### config.mk
export PLATFORM = sky130hd
export DESIGN_NAME = aq_axi_sdma64_rdpush
export DESIGN_NICKNAME = d
export VERILOG_FILES = /design/src/rtl/aq_axi_sdma64_rdpush.sv
export SDC_FILE = /design/constraint.sdc
export NUM_CORES = 1
export LEC_CHECK = 0
export CAP_MARGIN = 25
export CELL_PAD_IN_SITES_DETAIL_PLACEMENT = 2
export CELL_PAD_IN_SITES_GLOBAL_PLACEMENT = 2
export CORE_MARGIN = 8
export CORE_UTILIZATION = 28
export DETAILED_ROUTE_END_ITERATION = 6
export PLACE_DENSITY = 0.8
export SYNTH_ARGS = -nofsm -noshare
export SYNTH_HDL_FRONTEND = slang
export SYNTH_SLANG_ARGS = --single-unit
export TNS_END_PERCENT = 100
### constraint.sdc
create_clock -name CLK -period 6.05 [get_ports CLK]
set_input_delay 1.21 -clock CLK [delete_from_list [all_inputs] [get_ports CLK]]
set_output_delay 1.21 -clock CLK [all_outputs]
set_load 0.1 [all_outputs]
### src/rtl/aq_axi_sdma64_rdpush.sv
`default_nettype none
// ============================================================================
// Module   : aq_axi_sdma64_rdpush
// Purpose  : Takes AXI read data beats for one job of LEN beats and pushes
//            them into a downstream FIFO through a 2-entry skid buffer.
//            FIFO word is {RLAST, RDATA}.
// Options  : define AQ_AXI_SDMA64_RDPUSH_CHK_EN to enable the sticky RRESP
//            error flag (ERR); otherwise ERR is tied low.
// Revision : 1.0 - initial release
// ============================================================================
module aq_axi_sdma64_rdpush #(
    parameter int BEAT_W = 16
) (
    input  logic              CLK,
    input  logic              RST,
    input  logic              START,
    input  logic [BEAT_W-1:0] LEN,
    input  logic              S_RVALID,
    output logic              S_RREADY,
    input  logic [63:0]       S_RDATA,
    input  logic              S_RLAST,
    input  logic [1:0]        S_RRESP,
    output logic              FIFO_WREN,
    output logic [64:0]       FIFO_DI,
    input  logic              FIFO_FULL,
    input  logic              FIFO_AFULL,
    output logic              BUSY,
    output logic              DONE,
    output logic              ERR,
    output logic [BEAT_W-1:0] BEATS
);

    typedef enum logic [1:0] {
        ST_IDLE  = 2'd0,
        ST_RUN   = 2'd1,
        ST_FLUSH = 2'd2
    } state_t;

    state_t              state_q, state_d;
    logic [1:0]          occ_q, occ_d;
    logic [64:0]         head_q, head_d;
    logic [64:0]         tail_q, tail_d;
    logic [BEAT_W-1:0]   rem_q, rem_d;
    logic [BEAT_W-1:0]   beats_q, beats_d;
    logic                done_q, done_d;
    logic                rready_q, rready_d;
    logic                job_start;

    logic                w_wren;
    logic                w_accept;
    logic [1:0]          w_occ_pop;
    logic [64:0]         w_beat;

    // Handshakes: pop the head whenever the FIFO can take it, accept a beat
    // whenever the registered ready meets a valid.
    always_comb begin
        w_wren    = (occ_q != 2'd0) && !FIFO_FULL;
        w_accept  = S_RVALID && rready_q;
        w_beat    = {S_RLAST, S_RDATA};
        w_occ_pop = occ_q - {1'b0, w_wren};
    end

    // Next-state computation for the skid buffer, counters and job FSM.
    always_comb begin
        state_d   = state_q;
        head_d    = head_q;
        tail_d    = tail_q;
        rem_d     = rem_q;
        beats_d   = beats_q;
        done_d    = 1'b0;
        job_start = 1'b0;

        // Pop shifts the tail forward; a stale copy left in head is harmless
        // because occupancy says it is empty.
        if (w_wren) begin
            head_d  = tail_q;
            beats_d = beats_q + BEAT_W'(1);
        end
        // A new beat lands in the first free slot after the pop.
        if (w_accept) begin
            if (w_occ_pop == 2'd0) begin
                head_d = w_beat;
            end else begin
                tail_d = w_beat;
            end
            rem_d = rem_q - BEAT_W'(1);
        end
        occ_d = w_occ_pop + {1'b0, w_accept};

        case (state_q)
            ST_IDLE: begin
                if (START) begin
                    if (LEN != '0) begin
                        state_d   = ST_RUN;
                        rem_d     = LEN;
                        beats_d   = '0;
                        job_start = 1'b1;
                    end else begin
                        done_d = 1'b1;
                    end
                end
            end
            ST_RUN: begin
                if (rem_d == '0) begin
                    state_d = ST_FLUSH;
                end
            end
            ST_FLUSH: begin
                if (occ_d == 2'd0) begin
                    state_d = ST_IDLE;
                    done_d  = 1'b1;
                end
            end
            default: begin
                state_d = ST_IDLE;
            end
        endcase

        // Ready is only offered when the beat it admits is guaranteed a slot.
        rready_d = (state_d == ST_RUN) && (occ_d <= 2'd1) &&
                   (rem_d != '0) && !FIFO_AFULL;
    end

    // State and datapath registers, cleared asynchronously on RST.
    always_ff @(posedge CLK or posedge RST) begin
        if (RST) begin
            state_q  <= ST_IDLE;
            occ_q    <= 2'd0;
            head_q   <= '0;
            tail_q   <= '0;
            rem_q    <= '0;
            beats_q  <= '0;
            done_q   <= 1'b0;
            rready_q <= 1'b0;
        end else begin
            state_q  <= state_d;
            occ_q    <= occ_d;
            head_q   <= head_d;
            tail_q   <= tail_d;
            rem_q    <= rem_d;
            beats_q  <= beats_d;
            done_q   <= done_d;
            rready_q <= rready_d;
        end
    end

`ifdef AQ_AXI_SDMA64_RDPUSH_CHK_EN
    logic err_q;

    // Sticky response error: set by any accepted non-OKAY beat, cleared
    // when a new job starts.
    always_ff @(posedge CLK or posedge RST) begin
        if (RST) begin
            err_q <= 1'b0;
        end else if (job_start) begin
            err_q <= 1'b0;
        end else if (w_accept && (S_RRESP != 2'b00)) begin
            err_q <= 1'b1;
        end
    end

    assign ERR = err_q;
`else
    logic w_unused_rresp;
    assign w_unused_rresp = ^{S_RRESP, job_start};
    assign ERR = 1'b0;
`endif

    assign S_RREADY  = rready_q;
    assign FIFO_WREN = w_wren;
    assign FIFO_DI   = head_q;
    assign BUSY      = (state_q != ST_IDLE);
    assign DONE      = done_q;
    assign BEATS     = beats_q;

endmodule
`default_nettype wire

# After elaboration in Yosys (flattened, before gate mapping)
# Index checks and enable logic that the tools add are counted.
[word_totals]
reg_bits = 168
inputBits = 89
out_inout_bits = 86
elab_cells = 53
[classes]
add_sub_neg = 4
order_cmp = 1
eq_ne = 3
n_mux = 20
bitwise = 1
n_reduce_logical = 16
[ops]
columns = ["operator", "n"]
rows = [
  ["$mux W65", 3],
  ["$mux W16", 8],
  ["$reduce_bool A16 Y1", 2],
  ["$add A16 B1 Y16 const B", 1],
  ["$logic_not A16 Y1", 1],
  ["$sub A16 B1 Y16 const B", 1],
  ["$mux W2", 4],
  ["$logic_not A2 Y1", 3],
  ["$pmux W2 S3", 1],
  ["$logic_and A1 B1 Y1", 5],
  ["$eq A2 B1 Y1 const B", 2],
  ["$reduce_bool A2 Y1", 2],
  ["$mux W1", 3],
  ["$add A2 B1 Y2", 1],
  ["$eq A2 B2 Y1 const B", 1],
  ["$le A2 B1 Y1 const B", 1],
  ["$logic_not A1 Y1", 2],
  ["$pmux W1 S2", 1],
  ["$reduce_and A2 Y1", 1],
  ["$sub A2 B1 Y2", 1],
  ["$not A1 Y1", 1],
]

# Depth between registers and ports, before layout
# Gate-level depths: netlist of the first run.
[logic_depth]
depth_word = 11
ltp_mapped = 11
depth_no_buf = 10

# Least setup slack after synthesis of the first run
# No wires, ideal clock.
[synth_timing]
path_kind = "input to register"
from = "in FIFO_FULL"
to = "reg tail_q[0]"
setup_ps = 125
arrival_time_ps = 4085
required_time_ps = 5925
path_slack_ps = 1840
cell_stages = 9
path_buffers = 3
path_cell_list = "o21bai_1 clkinv_1 clkbuf_1 ha_1 xnor2_1 a21oi_1 clkbuf_1 buf_2 mux2_2"
[synth_between]
elab_chain_len = 6
[synth_rtl]
columns = ["item", "line_no", "source"]
rows = [
  ["start, declared", "25", "input logic FIFO_FULL,"],
  ["$logic_not A1 Y1", "57", "w_wren = (occ_q != 2'd0) && !FIFO_FULL;"],
  ["$logic_and A1 B1 Y1", "57", ""],
  ["via FIFO_WREN", "23", "output logic FIFO_WREN,"],
  ["$sub A2 B1 Y2", "60", "w_occ_pop = occ_q - {1'b0, w_wren};"],
  ["$logic_not A2 Y1", "81", "if (w_occ_pop == 2'd0) begin"],
  ["$not A1 Y1 (no source line)", "-", ""],
  ["$reduce_and A2 Y1 (no source line)", "-", ""],
  ["end signal, assigned", "139", "tail_q <= tail_d;"],
  ["end, declared", "42", "logic [64:0] tail_q, tail_d;"],
]
# The timed path passes the listed nets, and every way through them passes these cells.
# A chain may end at the register's enable or synchronous reset.

# Worst setup path in the final report of the first run
[layout_timing]
from = "in FIFO_FULL"
to = "out FIFO_WREN"
[layout_between]
elab_chain_len = 2
[layout_rtl]
columns = ["item", "line_no"]
rows = [
  ["$logic_not A1 Y1", "57"],
  ["$logic_and A1 B1 Y1", "57"],
  ["end, declared", "23"],
]
# Every way passes these cells.

==> impl_metrics.yaml, run 1 <==
timing:
  finalClockSkew_ns: 0.0174
  tightest_slew_ns: 1.07
  slew_headroom_pct: 28.5
  fin_tns_setup_ns: 0
  post-route-min-period_ns: 4.26
  hold_violations: 0
  finalMaxSlewViolations: 0
  fmax_mhz: 235
  fin_crit_sh_pct: 70.4
  rsz0062_at_grt: "no"
  setup_violations: 0
cts:
  cts_setup_buffers: 0
  tritoncts: "yes"
  clock-root-buffer: "clkbuf_16"
  insertion_delay_ns: 0.43
  clockBufferDepth: 2
  numCtsBuffers: 17
  ctsHoldBuffers: 0
  cts_resized: 0
  htree_levels: 4
  clkTransAtPathRegs_ns: 0.08
  cts.sinks: 168
floorplanning:
  core_mm2: 0.0261
  fp.dieW_um: 179
  die_h_um: 179
  die_area_mm2: 0.0319
  io_pins: 175
  start_util_pct: 28.4
  row_count: 59
place:
  gp_congestion: 0.762
  port_buffers: 171
  dp_hpwl_um: 15800
  placed_cells: 1205
critical_path:
  worstSetupPathType: "in2out"
  crit_path_frequent_cell: "buf_4"
  critPathCaptureType: "output pin"
  cp_top_family: "buffers and inverters"
  cp_num_buf_inv: 4
  cpMaxStageDelayCell: "buf_4"
  required_ns: 4.84
  worstPathCellList: "clkdlybuf4s50_1, o21bai_4, inv_2, buf_4, buf_4"
  critPathMaxStageDelay_ns: 0.67
  worstPathMaxFanout: 70
  startpoint_type: "input pin"
  cp_data_arrival_time_ns: 3.05
finish:
  fillerInstances: 2800
  diodes: 0
  final_nets: 982
  final_util_pct: 38.6
  stdcell_count: 1237
  drive_gt1_share_pct: 13.0
  area_growth_pct: 35.7
drt:
  routedWlPerCell_um: 18.9
  ant_nets: 0
  dr.pass1.iters: 4
  drc: 0
  vias: 6011
  vias_per_cell: 4.86
  wirelength_um: 23400
  dr.first_iter.drc_count: 162
global_routing:
  grt_max_degree: 91
  grt_pass1_vias: 6759
  grt_overflow: 0
  antenna_found_initial: 0
  grt_first_pass_wirelength_um: 37500
  track_usage_pct: 14.9
logic_synthesis:
  synthFlopType: "dfrtp_1"
  syn_inst: 733
  synth-seq-area-share_pct: 56.7
  synth_nets: 826
  synth_area_mm2: 0.00741
  synth-edff-count: 0
  yosys_warnings: 0
  syn_avg_cell_area_um2: 10.1
  synth_seq_cells: 168
  synthArstFlopShare_pct: 100
  ys_types: 44
power_and_ir_drop:
  p_leak_nw: 4.17
  p_total_mw: 6.42
  ir_drop_uv: 365
  power_density_mw_per_mm2: 639
run:
  maxCapViolCount: 0
worst_hold_path:
  hp-class: "reg2reg"
outcome:
  status: "finished clean"
-- stage by stage --
stage	hold WS, ns	cell area (um^2)	setup slack (ns)
finish	0.509	10100	1.79
global route	0.525	10100	1.63
CTS	0.515	10100	1.72
detailed placement	0.495	9480	1.73
global placement	0.489	9480	1.82
floorplan	0.479	7410	0.293
-- power by group --
part	switching [mW]	total [mW]	internal (mW)	leakage [nW]
clock network	0.536	1.09	0.554	0.284
logic	2.41	3.34	0.932	1.83
registers	0.352	1.99	1.64	2.06
-- cell usage in the layout, fill, tap and decap left out, types with 3 or more instances in the layout --
cell | netlist | layout
nor4_1 | 5 | 5
xor2_1 | 14 | 14
and3_1 | 3 | 3
inv_8 | 0 | 4
nand2_1 | 156 | 156
inv_1 | 11 | 10
clkinv_4 | 0 | 3
mux2_2 | 65 | 65
or3_1 | 5 | 5
buf_4 | 1 | 8
inv_6 | 0 | 6
nor2_1 | 100 | 100
xnor2_1 | 14 | 14
ha_1 | 4 | 4
clkbuf_16 | 0 | 17
clkdlybuf4s50_1 | 0 | 170
o21ai_0 | 21 | 21
nor3_1 | 6 | 6
a31oi_1 | 66 | 66
nand3_1 | 12 | 11
a21oi_1 | 9 | 8
nand4_1 | 8 | 8
dfrtp_1 | 168 | 168
-- sequential cells by signal (all words and copies together), names as in the netlist --
name and count:
occ_q 2, DONE 1, FIFO_DI 65, BEATS 16
tail_q 65, state_q 2, S_RREADY 1, rem_q 16
-- cells in the mapped netlist, types with 4 or more instances --
cell      number  area, um^2
xnor2_1       14         123
nand2_1      156         586
mux2_2        65         732
nor4_1         5        31.3
xor2_1        14         123
a31oi_1       66         413
nand4_1        8        50.1
dfrtp_1      168        4200
nand3_1       12        60.1
nor3_1         6        30.0
or3_1          5        31.3
inv_1         11        41.3
clkbuf_1      32         120
nor2_1       100         375
buf_2          5        25.0
ha_1           4        50.1
a21oi_1        9        45.0
o21ai_0       21         105
-- routing by layer --
metal	wire length, um	up-vias	GRT usage (%)
met5	0	-	0
met4	251	0	3.62
met3	1490	15	5.22
met2	11500	113	25.1
met1	10200	3072	18.1
li1	-	2811	-
-- cell families (layout without fill, tap and decap cells) --
family                     Yosys count  in the layout  synth area share [%]
DFF                                168            168                  56.7
buffers and inverters               54            223                  2.97
and+or+nand+nor                    308            308                  17.6
muxes                               66             66                  10.0
AOI/OAI and AO/OA                  104            104                  8.63
xor gates and xnor gates            28             28                  3.31
adders and majority gates            4              4                 0.675
other                                1              1                0.0506
-- worst reg2reg max path, cell delays in order, from the launching register on --
cell	delay [ns]
dfrtp_1	0.41
o21bai_4	0.16
inv_2	0.05
ha_1	0.20
xnor2_1	0.48
nand3_4	0.47
buf_4	0.46
nor2_1	0.20
a31oi_1	0.06
-- path summary, 6_finish.rpt --
kind | from | to | slack [ns] | cells after the start
worst max-delay path | FIFO_FULL | FIFO_WREN | 1.79 | 5
worst min register to register | tail_q[16]$_DFFE_PP0P_ | tail_q[16]$_DFFE_PP0P_ | 0.51 | 1
worst min-delay path | tail_q[16]$_DFFE_PP0P_ | tail_q[16]$_DFFE_PP0P_ | 0.51 | 1
max in group asynchronous | RST | BEATS[1]$_DFF_PP0_ | 3.73 | 3
min in group asynchronous | RST | FIFO_DI[4]$_DFF_PP0_ | 1.31 | 2
worst max register to register | occ_q[0]$_DFF_PP0_ | FIFO_DI[9]$_DFF_PP0_ | 3.41 | 8
-- cell type report --
class | instances | area [um^2] | area share [%]
Sequential cell | 168 | 4200 | 41.8
Inverter | 12 | 50.0 | 0.498
Clock inverter | 14 | 148 | 1.47
Clock buffer | 18 | 429 | 4.27
Timing Repair Buffer | 179 | 1780 | 17.7
Tap cell | 335 | 419 | 4.17
Multi-Input combinational cell | 511 | 3020 | 30.0
(Power assumes the default switching activity.)
==> run 2: changes to the inputs <==
- clock period: 6.05 -> 3.65 ns (I/O delays scaled with it)
==> impl_metrics.yaml, run 2 (synthesized netlist as in run 1, its figures left out) <==
drt:
  dr.pass1.iters: 4
  routedWlPerCell_um: 19.2
  dr.first_iter.drc_count: 251
  drc: 0
  vias: 6050
  ant_nets: 0
  wirelength_um: 23800
  vias_per_cell: 4.88
floorplanning:
  die_area_mm2: 0.0319
  io_pins: 175
  fp.dieW_um: 179
  start_util_pct: 28.4
  die_h_um: 179
  core_mm2: 0.0261
  row_count: 59
power_and_ir_drop:
  ir_drop_uv: 621
  p_leak_nw: 4.21
  clkPwrFrac_pct: 16.9
  switchingPower_mw: 5.49
  pwr-share-seq_pct: 30.8
  swShare_pct: 51.3
  internal-power_mw: 5.22
  power_density_mw_per_mm2: 1060
  p_comb_share_pct: 52.3
timing:
  setup_violations: 0
  slew_headroom_pct: 28.9
  worst_slack_ns: 0.796
  finalMaxSlewViolations: 0
  fmax_mhz: 350
  tightest_slew_ns: 1.06
  rsz0062_at_grt: "no"
  fin_tns_setup_ns: 0
  hold_violations: 0
  post-route-min-period_ns: 2.85
  finalClockSkew_ns: 0.0218
  holdWs_ns: 0.510
  fin_crit_sh_pct: 78.2
finish:
  stdcell_count: 1240
  drive_gt1_share_pct: 13.6
  final_cell_mix: "dfrtp_1 (168), clkdlybuf4s50_1 (168), nand2_1 (156)"
  area_growth_pct: 36.8
  diodes: 0
  register_area_mm2: 0.00420
  final_nets: 985
  fillerInstances: 2784
  multi_input_area_mm2: 0.00302
critical_path:
  worstSetupPathType: "in2reg"
  r2r_start: "occ_q[0]$_DFF_PP0_"
  required_ns: 3.91
  reg2reg_slack_ns: 1.18
  ff2ff_path_depth: 8
  r2r_end: "FIFO_DI[47]$_DFF_PP0_"
  critPathCaptureType: "flop"
  startpoint_type: "input pin"
  cp_data_arrival_time_ns: 3.11
  worstPathMaxFanout: 70
global_routing:
  grt_max_degree: 71
  track_usage_pct: 15.2
  use_met3_pct: 5.03
  antenna_found_initial: 1
  grt_first_pass_wirelength_um: 38400
  met2_usage_pct: 26.4
  grt_pass1_vias: 7051
  grtUsageMet1_pct: 17.8
  grt_overflow: 0
  grt_busiest_layer: "met2"
cts:
  tritoncts: "yes"
  clkTransAtPathRegs_ns: 0.07
  numCtsBuffers: 17
  htree_levels: 4
  clockBufferDepth: 2
  cts_resized: 0
  cts_setup_buffers: 0
  cts.sinks: 168
  clock-root-buffer: "clkbuf_16"
  ctsHoldBuffers: 0
  insertion_delay_ns: 0.43
worst_hold_path:
  hold_depth: 1
  hold_end: "tail_q[27]$_DFFE_PP0P_"
  hold_start: "tail_q[27]$_DFFE_PP0P_"
  hp-class: "reg2reg"
place:
  port_buffers: 171
  placed_cells: 1208
  dp_hpwl_um: 16400
  gp_congestion: 0.761
  dpl_worst_slack_ns: 0.401
outcome:
  status: "finished clean"
run:
  maxCapViolCount: 0
-- run 2: cell count changes in the layout (fill, tap and decap cells not counted), sizes merged --
cell	delta
clkinv	+3
inv	-4
buf	+5
clkdlybuf4s50	-2
clkinvlp	+1
-- run 2: power by group through the flow --
stage                     Sequential [mW]  Combinational (mW)  Clock [mW]
final                                3.30                5.60        1.81
after global routing                 3.42                5.91        1.94
after CTS                            3.32                5.68        1.88
after detailed placement             3.34                5.66           0
after global placement               3.28                5.53           0
after floorplan                      5.83                1.56           0
-- run 2: per-layer routing --
layer  vias to the layer above  share of wire [%]  wire, um
li1                       2817                  -         -
met1                      3085                 42      9930
met2                       123                 50     12000
met3                        23                6.6      1580
met4                         2                1.3       304
met5                         -              0.038         9
-- run 2: area by class of cell --
cell class	count	area share (%)
flip-flops and latches	168	41.5
clock buffers	18	4.33
well taps	335	4.14
inverters	12	0.481
multi-input cells	511	29.8
clock inverters	14	1.53
repair buffers	182	18.2
-- run 2: worst max path at each step --
stage | start | end | slack [ns] | cells after the start
floorplan | FIFO_FULL | tail_q[0]$_DFFE_PP0P_ | 0.33 | 9
global placement | FIFO_FULL | FIFO_DI[0]$_DFF_PP0_ | 0.49 | 9
detailed placement | FIFO_FULL | FIFO_DI[47]$_DFF_PP0_ | 0.40 | 9
CTS | FIFO_FULL | FIFO_DI[47]$_DFF_PP0_ | 0.76 | 9
global route | FIFO_FULL | FIFO_DI[38]$_DFF_PP0_ | 0.61 | 9
finish | FIFO_FULL | FIFO_DI[47]$_DFF_PP0_ | 0.80 | 9
-- run 2: through the flow --
step / utilization (%) / area [um^2] / power [mW]
CTS: 38.9 / 10100 / 10.9
global placement: 36.6 / 9540 / 8.81
detailed placement: 36.6 / 9540 / 9.00
global route: 38.9 / 10100 / 11.3
floorplan: - / 7410 / 7.39
finish: 38.9 / 10100 / 10.7
-- run 2: critical path: stages --
cell,delay (ns)
clkdlybuf4s50_1,0.52
o21bai_4,0.16
inv_2,0.15
ha_1,0.24
xnor2_1,0.53
nand3_4,0.12
buf_4,0.36
nor2_1,0.20
a31oi_1,0.07
==> run 3: changes to the inputs <==
- CORE_UTILIZATION: 28 -> 31
- PLACE_DENSITY: 0.8 -> 0.84
- clock period: 3.65 -> 2.9 ns (I/O delays scaled with it)
==> impl_metrics.yaml, run 3 (synthesized netlist as in run 1, its figures left out) <==
place:
  dpl_cell_area_mm2: 0.00943
  dp_hpwl_um: 16700
  placed_cells: 1201
  port_buffers: 171
  gp_congestion: 0.738
finish:
  final_common_cell: "dfrtp_1"
  stdcell_count: 1233
  final_cell_mix: "dfrtp_1 (168), nand2_1 (156), nor2_1 (100)"
  drive_gt1_share_pct: 23.3
  fillerInstances: 2484
  area_growth_pct: 35.6
  multi_input_area_mm2: 0.00302
  final_nets: 994
  diodes: 0
  fin_area_mm2: 0.0100
  register_area_mm2: 0.00420
critical_path:
  worstPathCellList: "clkdlybuf4s50_1, o21bai_4, inv_2, buf_12, buf_12"
  required_ns: 2.32
  critPathCaptureType: "output pin"
  cp_data_arrival_time_ns: 1.82
  cpMaxStageDelayCell: "clkdlybuf4s50_1"
  startpoint_type: "input pin"
  worstSetupPathType: "in2out"
  critPathMaxStageDelay_ns: 0.41
  r2r_start: "rem_q[0]$_DFF_PP0_"
  crit_path_frequent_cell: "buf_12"
  startpoint: "FIFO_FULL"
  worstPathMaxFanout: 70
cts:
  numCtsBuffers: 17
  cts_resized: 0
  htree_levels: 4
  cts.sinks: 168
  tritoncts: "yes"
  clockBufferDepth: 2
  insertion_delay_ns: 0.43
  clock-root-buffer: "clkbuf_16"
  clkTransAtPathRegs_ns: 0.07
  cts_setup_buffers: 0
  ctsHoldBuffers: 0
floorplanning:
  fp.dieW_um: 171
  die_h_um: 171
  start_util_pct: 31.6
  io_pins: 175
  core_mm2: 0.0235
  die_area_mm2: 0.0291
  row_count: 56
worst_hold_path:
  hp-class: "in2async"
power_and_ir_drop:
  p_leak_nw: 4.38
  ir_drop_uv: 705
  power_density_mw_per_mm2: 1340
global_routing:
  grt_first_pass_wirelength_um: 38300
  grt_pass1_vias: 7068
  antenna_found_initial: 1
  grt_max_degree: 71
  grt_overflow: 0
  track_usage_pct: 16.6
drt:
  ant_nets: 0
  vias: 6099
  wirelength_um: 23500
  routedWlPerCell_um: 19.0
  vias_per_cell: 4.95
  dr.first_iter.drc_count: 252
  drc: 0
  dr.pass1.iters: 5
timing:
  finalClockSkew_ns: 0.0164
  finalMaxSlewViolations: 0
  fin_crit_sh_pct: 82.8
  slew_headroom_pct: 45.5
  fmax_mhz: 416
  post-route-min-period_ns: 2.40
  fin_tns_setup_ns: 0
  rsz0062_at_grt: "no"
  hold_violations: 0
  tightest_slew_ns: 0.818
  setup_violations: 0
run:
  maxCapViolCount: 0
outcome:
  status: "finished clean"
## run 3: report_power, final
group          switching (mW)  internal [mW]
combinational            5.08           1.86
sequential              0.755           3.42
clock                    1.06           1.31
## run 3: worst max-delay path: cells and delay by family
| family | cells | cell delay, ns |
|---|---|---|
| buffers and inverters | 4 | 1.04 |
| AOI/OAI and AO/OA | 1 | 0.20 |
## run 3: metal layers
metal  up-vias  share of wire [%]  global-route usage [%]
met5         -              0.055                       0
met4         2                1.1                    4.04
met3        17                5.8                    5.32
met2       109                 52                    29.8
met1      3132                 41                    18.8
li1       2839                  -                       -
## run 3: area by class of cell
type / instances / area share, %
Clock buffer: 18 / 4.27
Clock inverter: 14 / 1.83
Inverter: 12 / 0.486
Multi-Input combinational cell: 511 / 30.1
Sequential cell: 168 / 41.8
Tap cell: 319 / 3.97
Timing Repair Buffer: 191 / 17.5
## run 3: worst paths after layout
path / slack [ns] / endpoint / cells past startpoint
worst max-delay path: 0.50 / FIFO_WREN / 5
worst min-delay path: 0.48 / tail_q[51]$_DFFE_PP0P_ / 2
worst max register to register: 0.63 / S_RREADY$_DFF_PP0_ / 6
worst min register to register: 0.51 / tail_q[52]$_DFFE_PP0P_ / 1
max in group asynchronous: 1.80 / rem_q[4]$_DFF_PP0_ / 3
min in group CLK: 0.51 / tail_q[52]$_DFFE_PP0P_ / 1
## run 3: through the flow
stage	util, %	total power [mW]	hold slack, ns	setup slack [ns]
2_1_floorplan	-	9.31	0.479	0.0567
3_3_place_gp	40.2	11.0	0.488	0.211
3_5_place_dp	40.2	11.3	0.496	0.138
4_1_cts	42.8	13.7	0.472	0.461
5_1_grt	42.8	14.2	0.493	0.386
6_report	42.8	13.5	0.483	0.498
